`src/rtl/fifo_pkg.sv`:
```
// Shared types and helpers for the synchronous FIFO and its storage.
package fifo_pkg;

  localparam int DW_DEFAULT     = 8;
  localparam int DEPTH_DEFAULT  = 16;
  localparam int AF_LVL_DEFAULT = 14;

  // Error classification used when reporting the sticky error flags
  typedef enum logic [1:0] {
    ERR_NONE,
    ERR_OVF,
    ERR_UDF
  } fifo_err_e;

  // Address width for a given depth, never less than one bit
  function automatic int clog2_safe(input int n);
    return (n <= 2) ? 1 : $clog2(n);
  endfunction

endpackage

```
`src/rtl/fifo_mem_1r1w.sv`:
```
// DW x DEPTH storage with synchronous write and registered, enabled read.
// Kept as its own module so it can be replaced by a RAM macro.
module fifo_mem_1r1w
  import fifo_pkg::*;
#(
  parameter int DW    = DW_DEFAULT,
  parameter int DEPTH = DEPTH_DEFAULT,
  parameter int AW    = clog2_safe(DEPTH)
) (
  input  logic          clk,
  input  logic          rst,
  input  logic          i_wrEn,
  input  logic [AW-1:0] i_wrAddr,
  input  logic [DW-1:0] i_wrData,
  input  logic          i_rdEn,
  input  logic [AW-1:0] i_rdAddr,
  output logic [DW-1:0] o_rdData
);

  logic [DW-1:0] r_mem [DEPTH];
  logic [DW-1:0] r_rdData;

  // Storage array is never reset; only written on an accepted push
  always_ff @(posedge clk) begin
    if (i_wrEn) begin
      r_mem[i_wrAddr] <= i_wrData;
    end
  end

  // Read register returns the old word when reading and writing the same entry
  always_ff @(posedge clk or posedge rst) begin
    if (rst) begin
      r_rdData <= '0;
    end else if (i_rdEn) begin
      r_rdData <= r_mem[i_rdAddr];
    end
  end

  assign o_rdData = r_rdData;

endmodule

```
`src/rtl/sync_fifo.sv`:
```
// Single-clock FIFO with registered status flags and sticky
// overflow/underflow error reporting.
module sync_fifo
  import fifo_pkg::*;
#(
  parameter int DW     = DW_DEFAULT,
  parameter int DEPTH  = DEPTH_DEFAULT,
  parameter int AF_LVL = AF_LVL_DEFAULT
) (
  input  logic                       clk,
  input  logic                       rst,
  input  logic                       push,
  input  logic [DW-1:0]              wdata,
  input  logic                       pop,
  output logic [DW-1:0]              rdata,
  output logic                       rvalid,
  output logic                       full,
  output logic                       empty,
  output logic                       almost_full,
  output logic [$clog2(DEPTH):0]     count,
  output logic                       ovf_err,
  output logic                       udf_err,
  input  logic                       err_clr
);

  localparam int AW = clog2_safe(DEPTH);

  // Extra MSB tells a full FIFO apart from an empty one after wrap
  typedef logic [AW:0] ptr_t;

  localparam ptr_t AF_P = ptr_t'(AF_LVL);

  ptr_t r_wrPtr;
  ptr_t r_rdPtr;
  ptr_t r_count;
  logic r_full;
  logic r_empty;
  logic r_almostFull;
  logic r_rvalid;
  logic r_ovfErr;
  logic r_udfErr;

  logic w_pushOk;
  logic w_popOk;
  ptr_t w_wrPtrNext;
  ptr_t w_rdPtrNext;
  ptr_t w_countNext;

  // Accept decisions use the registered flags; a pop frees room for a push when full
  always_comb begin
    w_popOk     = pop && !r_empty;
    w_pushOk    = push && (!r_full || w_popOk);
    w_wrPtrNext = w_pushOk ? (r_wrPtr + ptr_t'(1)) : r_wrPtr;
    w_rdPtrNext = w_popOk  ? (r_rdPtr + ptr_t'(1)) : r_rdPtr;
    w_countNext = w_wrPtrNext - w_rdPtrNext;
  end

  // Pointers, occupancy and flags all come from the next pointers so they never disagree
  always_ff @(posedge clk or posedge rst) begin
    if (rst) begin
      r_wrPtr      <= '0;
      r_rdPtr      <= '0;
      r_count      <= '0;
      r_full       <= 1'b0;
      r_empty      <= 1'b1;
      r_almostFull <= 1'b0;
      r_rvalid     <= 1'b0;
    end else begin
      r_wrPtr      <= w_wrPtrNext;
      r_rdPtr      <= w_rdPtrNext;
      r_count      <= w_countNext;
      r_full       <= (w_wrPtrNext[AW] != w_rdPtrNext[AW]) &&
                      (w_wrPtrNext[AW-1:0] == w_rdPtrNext[AW-1:0]);
      r_empty      <= (w_wrPtrNext == w_rdPtrNext);
      r_almostFull <= (w_countNext >= AF_P);
      r_rvalid     <= w_popOk;
    end
  end

  // Sticky errors; a new error in the same cycle as a clear keeps the flag set
  always_ff @(posedge clk or posedge rst) begin
    if (rst) begin
      r_ovfErr <= 1'b0;
      r_udfErr <= 1'b0;
    end else begin
      if (push && !w_pushOk) begin
        r_ovfErr <= 1'b1;
      end else if (err_clr) begin
        r_ovfErr <= 1'b0;
      end
      if (pop && !w_popOk) begin
        r_udfErr <= 1'b1;
      end else if (err_clr) begin
        r_udfErr <= 1'b0;
      end
    end
  end

  fifo_mem_1r1w #(
    .DW    (DW),
    .DEPTH (DEPTH),
    .AW    (AW)
  ) u_mem (
    .clk      (clk),
    .rst      (rst),
    .i_wrEn   (w_pushOk),
    .i_wrAddr (r_wrPtr[AW-1:0]),
    .i_wrData (wdata),
    .i_rdEn   (w_popOk),
    .i_rdAddr (r_rdPtr[AW-1:0]),
    .o_rdData (rdata)
  );

  assign rvalid      = r_rvalid;
  assign full        = r_full;
  assign empty       = r_empty;
  assign almost_full = r_almostFull;
  assign count       = r_count;
  assign ovf_err     = r_ovfErr;
  assign udf_err     = r_udfErr;

endmodule
```
`config.mk`:
```
export PLATFORM = sky130hd
export DESIGN_NAME = sync_fifo
export DESIGN_NICKNAME = d
export VERILOG_FILES = /design/src/rtl/fifo_pkg.sv /design/src/rtl/fifo_mem_1r1w.sv /design/src/rtl/sync_fifo.sv
export SDC_FILE = /design/constraint.sdc
export NUM_CORES = 1
export LEC_CHECK = 0
export ABC_AREA = 1
export BUFFER_PORTS_ARGS = -buffer_cell sky130_fd_sc_hd__clkbuf_2
export CELL_PAD_IN_SITES_DETAIL_PLACEMENT = 1
export CELL_PAD_IN_SITES_GLOBAL_PLACEMENT = 1
export CORE_MARGIN = 3
export CORE_UTILIZATION = 45
export DETAILED_ROUTE_END_ITERATION = 10
export PLACE_DENSITY_LB_ADDON = 0.1
export REMOVE_ABC_BUFFERS = 1
export SYNTH_ARGS = -nofsm -noshare
export SYNTH_HDL_FRONTEND = slang
export SYNTH_SLANG_ARGS = --single-unit
```
`constraint.sdc`:
```
create_clock -name clk -period 2.1 [get_ports clk]
set_input_delay 0 -clock clk [delete_from_list [all_inputs] [get_ports clk]]
set_output_delay 0 -clock clk [all_outputs]
set_load 0.05 [all_outputs]
```
Yosys cells after proc, flatten, opt, wreduce, memory -nomap -nowiden
Memories as Yosys holds them, arrays and structs flattened. A register that Yosys moved wholly into a read port is not among the register bits. Index checks and enable logic that the tools add are counted. Widths: inputs -> output; s select.

Reductions and logical operators: 12. $lt $le $gt $ge: 1. Multiplexer cells: 7. Equal/unequal tests: 3. Add/subtract/negate cells: 3.

Operators by type and width (count): $add 5x1->5 const B (2); $mux 5 (2); $eq 5x5->1 (1); $ge 5x4->1 const B (1); $logic_and 1x1->1 (5); $mux 1 (5); $sub 5x5->5 (1); $eq 4x4->1 (1); $logic_not 1->1 (4); $reduce_bool 2->1 (2); $logic_or 1x1->1 (1); $ne 1x1->1 (1).

Logic and storage cells: 36. Memories kept: 1. Memory bits (writable): 128. Input port bits: 13. Register bits: 21.

Memories: u_mem.r_mem (depth 16, bits a word 8, read ports 1, clocked after memory_dff 1, wr ports 1, RTL line fifo_mem_1r1w.sv:20) `logic [DW-1:0] r_mem [DEPTH];`.

Depth between registers and ports, before layout
Gate-level depths: netlist (run 1).

Depth after elaboration: 7. Depth in mapped cells: 16. Gate-level depth less buffers: 16.

Cells and area by module
A second synthesis (run 1) with hierarchy kept.

Cell total of the unflattened synthesis: 620. Area total of the unflattened synthesis: 6824.0 µm².

By module, submodules not included: fifo_mem_1r1w (sequential area each 4043.9 µm², area an instance 5595.4 µm², cells an instance 482, instances 1); sync_fifo (sequential area each 526.8 µm², area an instance 1228.7 µm², cells an instance 138, instances 1).

Worst setup path before layout (run 1)
Ideal clock, no wire load.

Kind: reg-to-reg. Start point: register r_empty, in the netlist empty. End point: register r_almostFull, in the netlist almost_full. Setup time: 0.120 ns. Buffers on the path: 0. Clock period less this slack: 2.321 ns. Path slack: -0.221 ns. Arrival: 2.201 ns. Cell stages (with the launch flop): 13. Cells stage by stage: dfstp_2 > inv_2 > nand2_4 > nand2_8 > nand2_1 > inv_1 > nand4_1 > xor2_1 > ha_1 > a21oi_1 > nand2_2 > xor2_2 > nand2_1.

Longest elaborated chain between the ends: 7.

RTL lines: start: declaration (RTL line sync_fifo.sv:37) `logic r_empty;`; start signal: assignment (RTL line sync_fifo.sv:74) `r_empty <= (w_wrPtrNext == w_rdPtrNext);`; $logic_not 1->1 (RTL line sync_fifo.sv:51) `w_popOk = pop && !r_empty;`; $logic_and 1x1->1 (RTL line sync_fifo.sv:51); $logic_or 1x1->1 (RTL line sync_fifo.sv:52) `w_pushOk = push && (!r_full || w_popOk);`; $logic_and 1x1->1 (RTL line sync_fifo.sv:52); $mux 5 (RTL line sync_fifo.sv:53) `w_wrPtrNext = w_pushOk ? (r_wrPtr + ptr_t'(1)) : r_wrPtr;`; via w_wrPtrNext[3] (RTL line sync_fifo.sv:45) `ptr_t w_wrPtrNext;`; $sub 5x5->5 (RTL line sync_fifo.sv:55) `w_countNext = w_wrPtrNext - w_rdPtrNext;`; $ge 5x4->1 (RTL line sync_fifo.sv:75) `r_almostFull <= (w_countNext >= AF_P);`; end signal: assignment (RTL line sync_fifo.sv:75); end: declaration (RTL line sync_fifo.sv:38) `logic r_almostFull;`.

The timed path passes the listed nets, and every way through them passes these cells. A chain may end at the register's enable or synchronous reset.

Worst setup path after layout (run 1)
Same ends and word-level chain as after synthesis.

==> metrics.log, run 1 <==
[metrics] wire length of the first global-routing pass: 26900 um
[metrics] clock insertion delay at the later pin of the skew report: 420 ps
[metrics] Max-cap violations: 0
[metrics] first-pass iteration count of the detailed router: 4
[metrics] met1 wire length: 7890 um
[metrics] post-detailed-route wirelength per cell: 22.3 um
[metrics] routability cong.: 0.804
[metrics] die height: 127 um
[metrics] Met3 Wirelength: 768 um
[metrics] worst-case reg-to-reg path depth: 12
[metrics] Clock Path Buffers: 2
[metrics] setup repair after global routing missed its margin: yes
[metrics] cell taking the most area after synthesis: sky130_fd_sc_hd__edfxtp_1
[metrics] die footprint: 16000 um2
[metrics] Power Density: 1610 nW/um2
[metrics] CP Depth: 12
[metrics] Overall Global Routing Usage: 22.5%
[metrics] Site Rows: 43
[metrics] R2R setup slack: 1 ps
[metrics] R2R Path End: almost_full
[metrics] Pleak: 0.00288 uW
[metrics] count of input and output buffers: 31
[metrics] detailed-route DRC error count: 0
[metrics] gate count after technology mapping: 528
[metrics] number of antenna violations at the first check in global routing: 0
[metrics] Yosys warnings: 0
[metrics] Bufs and invs on worst path: 2
[metrics] register clock-pin slew on the reported worst setup and hold paths: 60 ps
[metrics] Overall Power: 12400 uW
[metrics] highest metal layer with signal wires: met4
[metrics] relative max-transition margin: 41.9%
[metrics] data arrival time of the worst path: 2410 ps
[metrics] Top delay family on crit path: flip-flops
[metrics] Detailed Place HPWL: 10800 um
[metrics] launch instance of the worst register-to-register path: empty
[metrics] post-layout worst setup margin: 1.01 ps
[metrics] post-layout net count: 607
[metrics] detailed-route vias per instance: 5.62
[metrics] register bit total from synthesis: 157
[metrics] Largest stage delay, worst path: 540 ps
[metrics] Root Buffer Master: sky130_fd_sc_hd__clkbuf_16
[metrics] number of buffers added by the clock tree synthesis step: 17
[metrics] violation count after the first detailed-route iteration: 451
[metrics] cell repeated most along the worst path: sky130_fd_sc_hd__nand2_8
[metrics] netlist area before placement: 6540 um2
[metrics] number of levels in the clock H-tree: 4
[metrics] Antenna Nets Post-Route: 0
[metrics] max-slew violations: 0
[metrics] DIE WIDTH: 127 um
[metrics] data required time of the critical path: 2410 ps
[metrics] class of the tightest hold or removal check: in -> reg
[metrics] time the final worst path needs with I/O delays and setup: 2100 ps
[metrics] capturing element of the worst setup path: almost_full
[metrics] kind of capture point of the worst setup path: flop
[metrics] final worst path period share: 100%
[metrics] remaining global-route overflow: 0
[metrics] pre-CTS setup slack: -103 ps
[metrics] via count of the first global-routing pass: 4674
[metrics] core area: 14000 um2
[metrics] number of antenna repair diodes: 0
[metrics] final core utilization: 55.1%
[metrics] total I/O pin count: 32
[metrics] largest net degree at the start of global routing: 69
[metrics] crit path kind: reg -> reg
[metrics] Routed met2 length: 8250 um
[metrics] share of Yosys cell area claimed by the top area cell type: 58.8%
[metrics] worst setup path start: empty
[metrics] Avg Cell Area, Syn: 12.4 um2
[metrics] distinct cell type count after synthesis: 30
[metrics] Synth area leaders: sky130_fd_sc_hd__edfxtp_1 (59%), sky130_fd_sc_hd__dfrtp_1 (11%), sky130_fd_sc_hd__o21ai_0 (5.4%), sky130_fd_sc_hd__nor2_1 (5.2%), sky130_fd_sc_hd__o221ai_1 (3.2%)
[metrics] maximum clock skew at final layout: 9.67 ps
[metrics] status: finished clean
[metrics] highest-delay cell along the critical path: sky130_fd_sc_hd__dfstp_2
[metrics] kind of start point of the critical path: flop
[metrics] slew of the pin with the lowest slew margin: 869 ps
[metrics] CP Cell Sequence: inv_2 > nand2_4 > nand2_8 > nand2_8 > inv_6 > nand4_1 > xor2_1 > ha_2 > a21oi_2 > nand2_2 > xor2_2 > nand2_1
[metrics] Clock Sink Count: 157
[metrics] maximum clock frequency: 0.476 GHz
[metrics] number of hold violations in the final report: 0
[metrics] # setup viols final: 0
[metrics] crit path max fanout: 4
[metrics] share of cells above drive strength 1: 22.3%
[metrics] vias after detailed routing: 4368
[metrics] synthesis-to-finish area growth: 18.4%
[metrics] share of synthesized area occupied by flip-flops and latches: 69.9%
[metrics] setup TNS: 0 ps
[metrics] Initial Utilization: 46.6%
[metrics] CTS tree: yes
[metrics] peak ir drop on the vdd network: 0.976 mV
[metrics] Routed Wire Length: 17300 um
==> cell usage in the layout (no fill, tap or decap), types with 4 or more instances in the layout <==
master | Yosys | routed
sky130_fd_sc_hd__ha_1 | 10 | 7
sky130_fd_sc_hd__clkbuf_2 | 0 | 31
sky130_fd_sc_hd__buf_4 | 0 | 26
sky130_fd_sc_hd__nand3_1 | 29 | 29
sky130_fd_sc_hd__nand2_1 | 36 | 34
sky130_fd_sc_hd__xor2_2 | 3 | 5
sky130_fd_sc_hd__o221ai_1 | 24 | 24
sky130_fd_sc_hd__nand2_2 | 8 | 9
sky130_fd_sc_hd__dlygate4sd3_1 | 0 | 4
sky130_fd_sc_hd__dfrtp_1 | 28 | 27
sky130_fd_sc_hd__a31oi_1 | 8 | 8
sky130_fd_sc_hd__nor2_1 | 90 | 86
sky130_fd_sc_hd__a21oi_1 | 10 | 9
sky130_fd_sc_hd__inv_2 | 6 | 8
sky130_fd_sc_hd__o21ai_0 | 70 | 69
sky130_fd_sc_hd__o22ai_1 | 5 | 5
sky130_fd_sc_hd__nor2_2 | 1 | 5
sky130_fd_sc_hd__clkbuf_16 | 0 | 17
sky130_fd_sc_hd__inv_1 | 26 | 23
sky130_fd_sc_hd__edfxtp_1 | 128 | 128
==> what timing repair did <==
item | CTS | global route
endpoints found under the hold margin | 32 | 0
pin swaps | 4 | 9
gates resized for setup | 8 | 15
hold buffers | 4 | 0
setup endpoints to repair | 3 | 12
setup buffers | 3 | 5
==> sequential cells by signal, indices dropped and copies added (netlist names) <==
| register | cells |
|---|---|
| almost_full | 1 |
| count | 5 |
| empty | 1 |
| full | 1 |
| ovf_err | 1 |
| r_rdPtr | 5 |
| r_wrPtr | 5 |
| rvalid | 1 |
| u_mem.o_rdData | 8 |
| u_mem.r_mem | 128 |
| udf_err | 1 |
==> cell usage after synthesis, drive strengths merged <==
cell	number
nor4	1
edfxtp	128
nand2	48
buf	7
a31oi	8
and2	1
nand4	3
inv	32
o221ai	24
clkbuf	19
o22ai	5
nor3	1
o21ai	70
dfrtp	28
xnor2	2
dfstp	1
ha	10
nand3	31
nor2	92
xor2	7
a21oi	10
==> routing by layer <==
| layer | vias to the layer above | global-route usage (%) |
|---|---|---|
| li1 | 2003 | - |
| met1 | 2222 | 31.8 |
| met2 | 111 | 34.7 |
| met3 | 32 | 3.28 |
| met4 | 0 | 10.7 |
| met5 | - | 0 |
==> through the flow <==
| stage | hold WS, ps | instances | area [um2] |
|---|---|---|---|
| after floorplan | 77.4 | 502 | 6420 |
| after global routing | 64.3 | 777 | 7740 |
| after CTS | 40.5 | 772 | 7660 |
| final | 51.2 | 777 | 7740 |
| after global placement | 89.4 | 733 | 6960 |
| after detailed placement | 95.8 | 733 | 6960 |
==> cell type report <==
type	instances	area [um2]
Clock buffer	22	474
Clock inverter	10	138
Fill cell	1438	6300
Inverter	32	125
Multi-Input combinational cell	313	1800
Sequential cell	157	4570
Tap cell	180	225
Timing Repair Buffer	63	413
==> how the worst min path moves through the flow <==
stage / from / endpoint / slack, ps / cells past startpoint
floorplan: rst / almost_full / 80 / 1
global placement: rst / rvalid / 90 / 3
detailed placement: rst / rvalid / 100 / 3
CTS: wdata[4] / u_mem.r_mem[7][4] / 40 / 1
global route: wdata[3] / u_mem.r_mem[11][3] / 60 / 1
finish: wdata[2] / u_mem.r_mem[8][2] / 50 / 1
==> where the power goes <==
part	internal [uW]	total, uW	switching [uW]
Combinational	1540	5090	3550
Sequential	3920	4170	249
Clock	1960	3180	1220
Total	7420	12400	5020
==> kinds of logic after synthesis <==
group / after synthesis / synth area share (%)
XOR/XNOR: 9 / 1.55
AO/OA/AOI/OAI: 117 / 10.6
buffers and inverters: 58 / 3.56
adder cells (fa/ha/maj): 10 / 1.91
AND/OR/NAND/NOR: 177 / 12.5
flip-flops: 157 / 69.9
Power figures use the tool's default switching activity.
==> run 2, diff against run 1 <==
==> constraint.sdc (replaced) <==
create_clock -name clk -period 2.1 [get_ports clk]
set_input_delay 0.42 -clock clk [delete_from_list [all_inputs] [get_ports clk]]
set_output_delay 0.42 -clock clk [all_outputs]
set_load 0.05 [all_outputs]
==> metrics.log, run 2 (synthesized netlist as in run 1, its figures left out) <==
[metrics] count of input and output buffers: 31 (unchanged)
[metrics] max FFs per register: 128 (unchanged)
[metrics] first-pass iteration count of the detailed router: 4 (unchanged)
[metrics] Top reg by flops: u_mem.r_mem (unchanged)
[metrics] Clock Sink Count: 157 (unchanged)
[metrics] share of total power in the clock network: 23.9% (was 25.6%)
[metrics] net switching fraction of the power: 40.4% (was 40.3%)
[metrics] Overall Global Routing Usage: 22.7% (was 22.5%)
[metrics] maximum clock skew at final layout: 4.19 ps (was 9.67 ps)
[metrics] Site Rows: 43 (unchanged)
[metrics] net load switching power: 5090 uW (was 5020 uW)
[metrics] number of hold violations in the final report: 0 (unchanged)
[metrics] # setup viols final: 0 (unchanged)
[metrics] Root Buffer Master: sky130_fd_sc_hd__clkbuf_16 (unchanged)
[metrics] maximum clock frequency: 0.486 GHz (was 0.476 GHz)
[metrics] peak ir drop on the vdd network: 0.831 mV (was 0.976 mV)
[metrics] combinational cell fraction of total power: 43.1% (was 40.9%)
[metrics] highest-count cells in the layout ignoring fill and taps: sky130_fd_sc_hd__edfxtp_1 (128), sky130_fd_sc_hd__nor2_1 (89), sky130_fd_sc_hd__o21ai_0 (69) (was sky130_fd_sc_hd__edfxtp_1 (128), sky130_fd_sc_hd__nor2_1 (86), sky130_fd_sc_hd__o21ai_0 (69))
[metrics] number of buffers added by the clock tree synthesis step: 17 (unchanged)
[metrics] clock insertion delay at the later pin of the skew report: 420 ps (about the same)
[metrics] summed area of non-filler cells in the final layout: 7910 um2 (was 7740 um2)
[metrics] fillcell total: 1441 (was 1438)
[metrics] crit path kind: reg -> reg (unchanged)
[metrics] remaining global-route overflow: 0 (unchanged)
[metrics] post-layout net count: 627 (was 607)
[metrics] crit path max fanout: 5 (was 4)
[metrics] register clock-pin slew on the reported worst setup and hold paths: 60 ps (about the same)
[metrics] Post-CTS Hold Fix Bufs: 0 (was 4)
[metrics] setup repair after global routing missed its margin: yes (unchanged)
[metrics] sequential standard cell area: 4570 um2 (about the same)
[metrics] multi-input combinational cell area: 1850 um2 (was 1800 um2)
[metrics] relative max-transition margin: 67.4% (was 41.9%)
[metrics] die footprint: 16000 um2 (unchanged)
[metrics] largest net degree at the start of global routing: 36 (was 69)
[metrics] Pleak: 0.00298 uW (was 0.00288 uW)
[metrics] vias after detailed routing: 4451 (was 4368)
[metrics] number of antenna violations at the first check in global routing: 0 (unchanged)
[metrics] final worst path period share: 98.0% (was 100%)
[metrics] final core utilization: 56.3% (was 55.1%)
[metrics] Top delay family on crit path: simple AND/OR/NAND/NOR gates (was flip-flops)
[metrics] post-route insts no fill: 797 (was 777)
[metrics] number of placed cells counting well taps: 757 (was 733)
[metrics] Routed Wire Length: 17600 um (was 17300 um)
[metrics] time the final worst path needs with I/O delays and setup: 2060 ps (was 2100 ps)
[metrics] die height: 127 um (unchanged)
[metrics] Clock Path Buffers: 2 (unchanged)
[metrics] slew of the pin with the lowest slew margin: 490 ps (was 869 ps)
[metrics] core area: 14000 um2 (unchanged)
[metrics] Initial Utilization: 46.6% (unchanged)
[metrics] Largest stage delay, worst path: 540 ps (about the same)
[metrics] wire length of the first global-routing pass: 27100 um (was 26900 um)
[metrics] data required time of the critical path: 2410 ps (about the same)
[metrics] via count of the first global-routing pass: 4665 (was 4674)
[metrics] post-detailed-route wirelength per cell: 22.1 um (was 22.3 um)
[metrics] max-slew violations: 0 (unchanged)
[metrics] internal power component: 7510 uW (was 7420 uW)
[metrics] CP Cell Sequence: inv_2 > nand2_4 > nand2_8 > nand2_8 > inv_2 > nand4_1 > xor2_2 > ha_4 > buf_4 > inv_1 > nand3_1 > and2_1 (was inv_2 > nand2_4 > nand2_8 > nand2_8 > inv_6 > nand4_1 > xor2_1 > ha_2 > a21oi_2 > nand2_2 > xor2_2 > nand2_1)
[metrics] Max-cap violations: 0 (unchanged)
[metrics] violation count after the first detailed-route iteration: 397 (was 451)
[metrics] class of the tightest hold or removal check: in -> async (was in -> reg)
[metrics] synthesis-to-finish area growth: 20.9% (was 18.4%)
[metrics] detailed-route DRC error count: 0 (unchanged)
[metrics] DIE WIDTH: 127 um (unchanged)
[metrics] Power Density: 1590 nW/um2 (was 1610 nW/um2)
[metrics] detailed-route vias per instance: 5.58 (was 5.62)
[metrics] share of power burned in registers: 33.0% (was 33.5%)
[metrics] data arrival time of the worst path: 2370 ps (was 2410 ps)
[metrics] Detailed Place HPWL: 11000 um (was 10800 um)
[metrics] CTS tree: yes (unchanged)
[metrics] number of levels in the clock H-tree: 4 (unchanged)
[metrics] most frequent standard cell in the layout excluding fill and tap cells: sky130_fd_sc_hd__edfxtp_1 (unchanged)
[metrics] total I/O pin count: 32 (unchanged)
[metrics] Bufs and invs on worst path: 4 (was 2)
[metrics] routability cong.: 0.773 (was 0.804)
[metrics] kind of start point of the critical path: flop (unchanged)
[metrics] Antenna Nets Post-Route: 0 (unchanged)
[metrics] number of antenna repair diodes: 0 (unchanged)
[metrics] status: finished clean (unchanged)
[metrics] share of cells above drive strength 1: 24.8% (was 22.3%)
[metrics] kind of capture point of the worst setup path: flop (unchanged)
[metrics] highest-delay cell along the critical path: sky130_fd_sc_hd__dfstp_2 (unchanged)
[metrics] DP Area: 7140 um2 (was 6960 um2)
[metrics] Overall Power: 12600 uW (was 12400 uW)
==> run 2: cell count changes in the layout (fill, tap and decap cells not counted), sizes merged <==
cell         previous run  this run
bufinv                  3         2
clkbuf                 53        58
dlygate4sd3             4         0
clkinvlp                2         0
clkinv                  5         3
buf                    28        52
==> run 2: power by group through the flow <==
stage | logic [uW] | clock network (uW) | registers [uW]
2_1_floorplan | 2360 | 0 | 4910
3_3_place_gp | 4800 | 0 | 4190
4_1_cts | 5150 | 3050 | 4160
3_5_place_dp | 4970 | 0 | 4220
6_report | 5430 | 3010 | 4160
5_1_grt | 5980 | 3170 | 4210
==> run 2: what timing repair did <==
action | 4_1_cts | 5_1_grt
buffers inserted | 3 | 5
setup endpoints to repair | 3 | 4
resized for setup | 14 | 17
endpoints found under the hold margin | 0 | 0
pin swaps | 9 | 9
==> run 2: layout make-up <==
| type | instances | share of cell area, % |
|---|---|---|
| Sequential cell | 157 | 57.8 |
| Multi-Input combinational cell | 313 | 23.4 |
| Timing Repair Buffer | 83 | 7.14 |
| Clock buffer | 27 | 6.24 |
| Tap cell | 180 | 2.85 |
| Inverter | 32 | 1.52 |
| Clock inverter | 5 | 1.03 |
==> run 2: per-layer routing <==
| layer | vias up | global-route usage [%] | part of all wire (%) |
|---|---|---|---|
| met1 | 2295 | 31.9 | 45 |
| met2 | 84 | 36.5 | 49 |
| met3 | 22 | 4.04 | 4.0 |
| met5 | - | 0 | 0 |
| met4 | 0 | 7.13 | 1.6 |
| li1 | 2050 | - | - |
==> run 2: worst register-to-register path, stage by stage, from the launching register on <==
cell,delay (ps)
sky130_fd_sc_hd__dfstp_2,540
sky130_fd_sc_hd__inv_2,50
sky130_fd_sc_hd__nand2_4,110
sky130_fd_sc_hd__nand2_8,80
sky130_fd_sc_hd__nand2_8,80
sky130_fd_sc_hd__inv_2,40
sky130_fd_sc_hd__nand4_1,120
sky130_fd_sc_hd__xor2_2,230
sky130_fd_sc_hd__ha_4,260
sky130_fd_sc_hd__buf_4,140
sky130_fd_sc_hd__inv_1,50
sky130_fd_sc_hd__nand3_1,90
sky130_fd_sc_hd__and2_1,170
==> run 2: path summary, 6_finish.rpt <==
| path | depth (start not counted) | endpoint | slack [ps] | startpoint |
|---|---|---|---|---|
| max in group asynchronous | 3 | empty | 1710 | rst |
| min reg2reg | 1 | r_rdPtr[3] | 510 | r_rdPtr[3] |
| min | 3 | ovf_err | 60 | rst |
| min in group clk | 2 | udf_err | 210 | err_clr |
| max reg2reg | 12 | count[3] | 40 | empty |
| max | 12 | count[3] | 40 | empty |
==> run 2: stage by stage <==
| stage | hold WS, ps | TNS, ps | setup WS (ps) |
|---|---|---|---|
| finish | 62.1 | 0 | 41.9 |
| CTS | 59.6 | -2.29 | -1.53 |
| global placement | 489 | -14.4 | -12.0 |
| floorplan | 497 | -11410 | -1260 |
| global route | 101 | -214 | -93.8 |
| detailed placement | 495 | -222 | -96.4 |
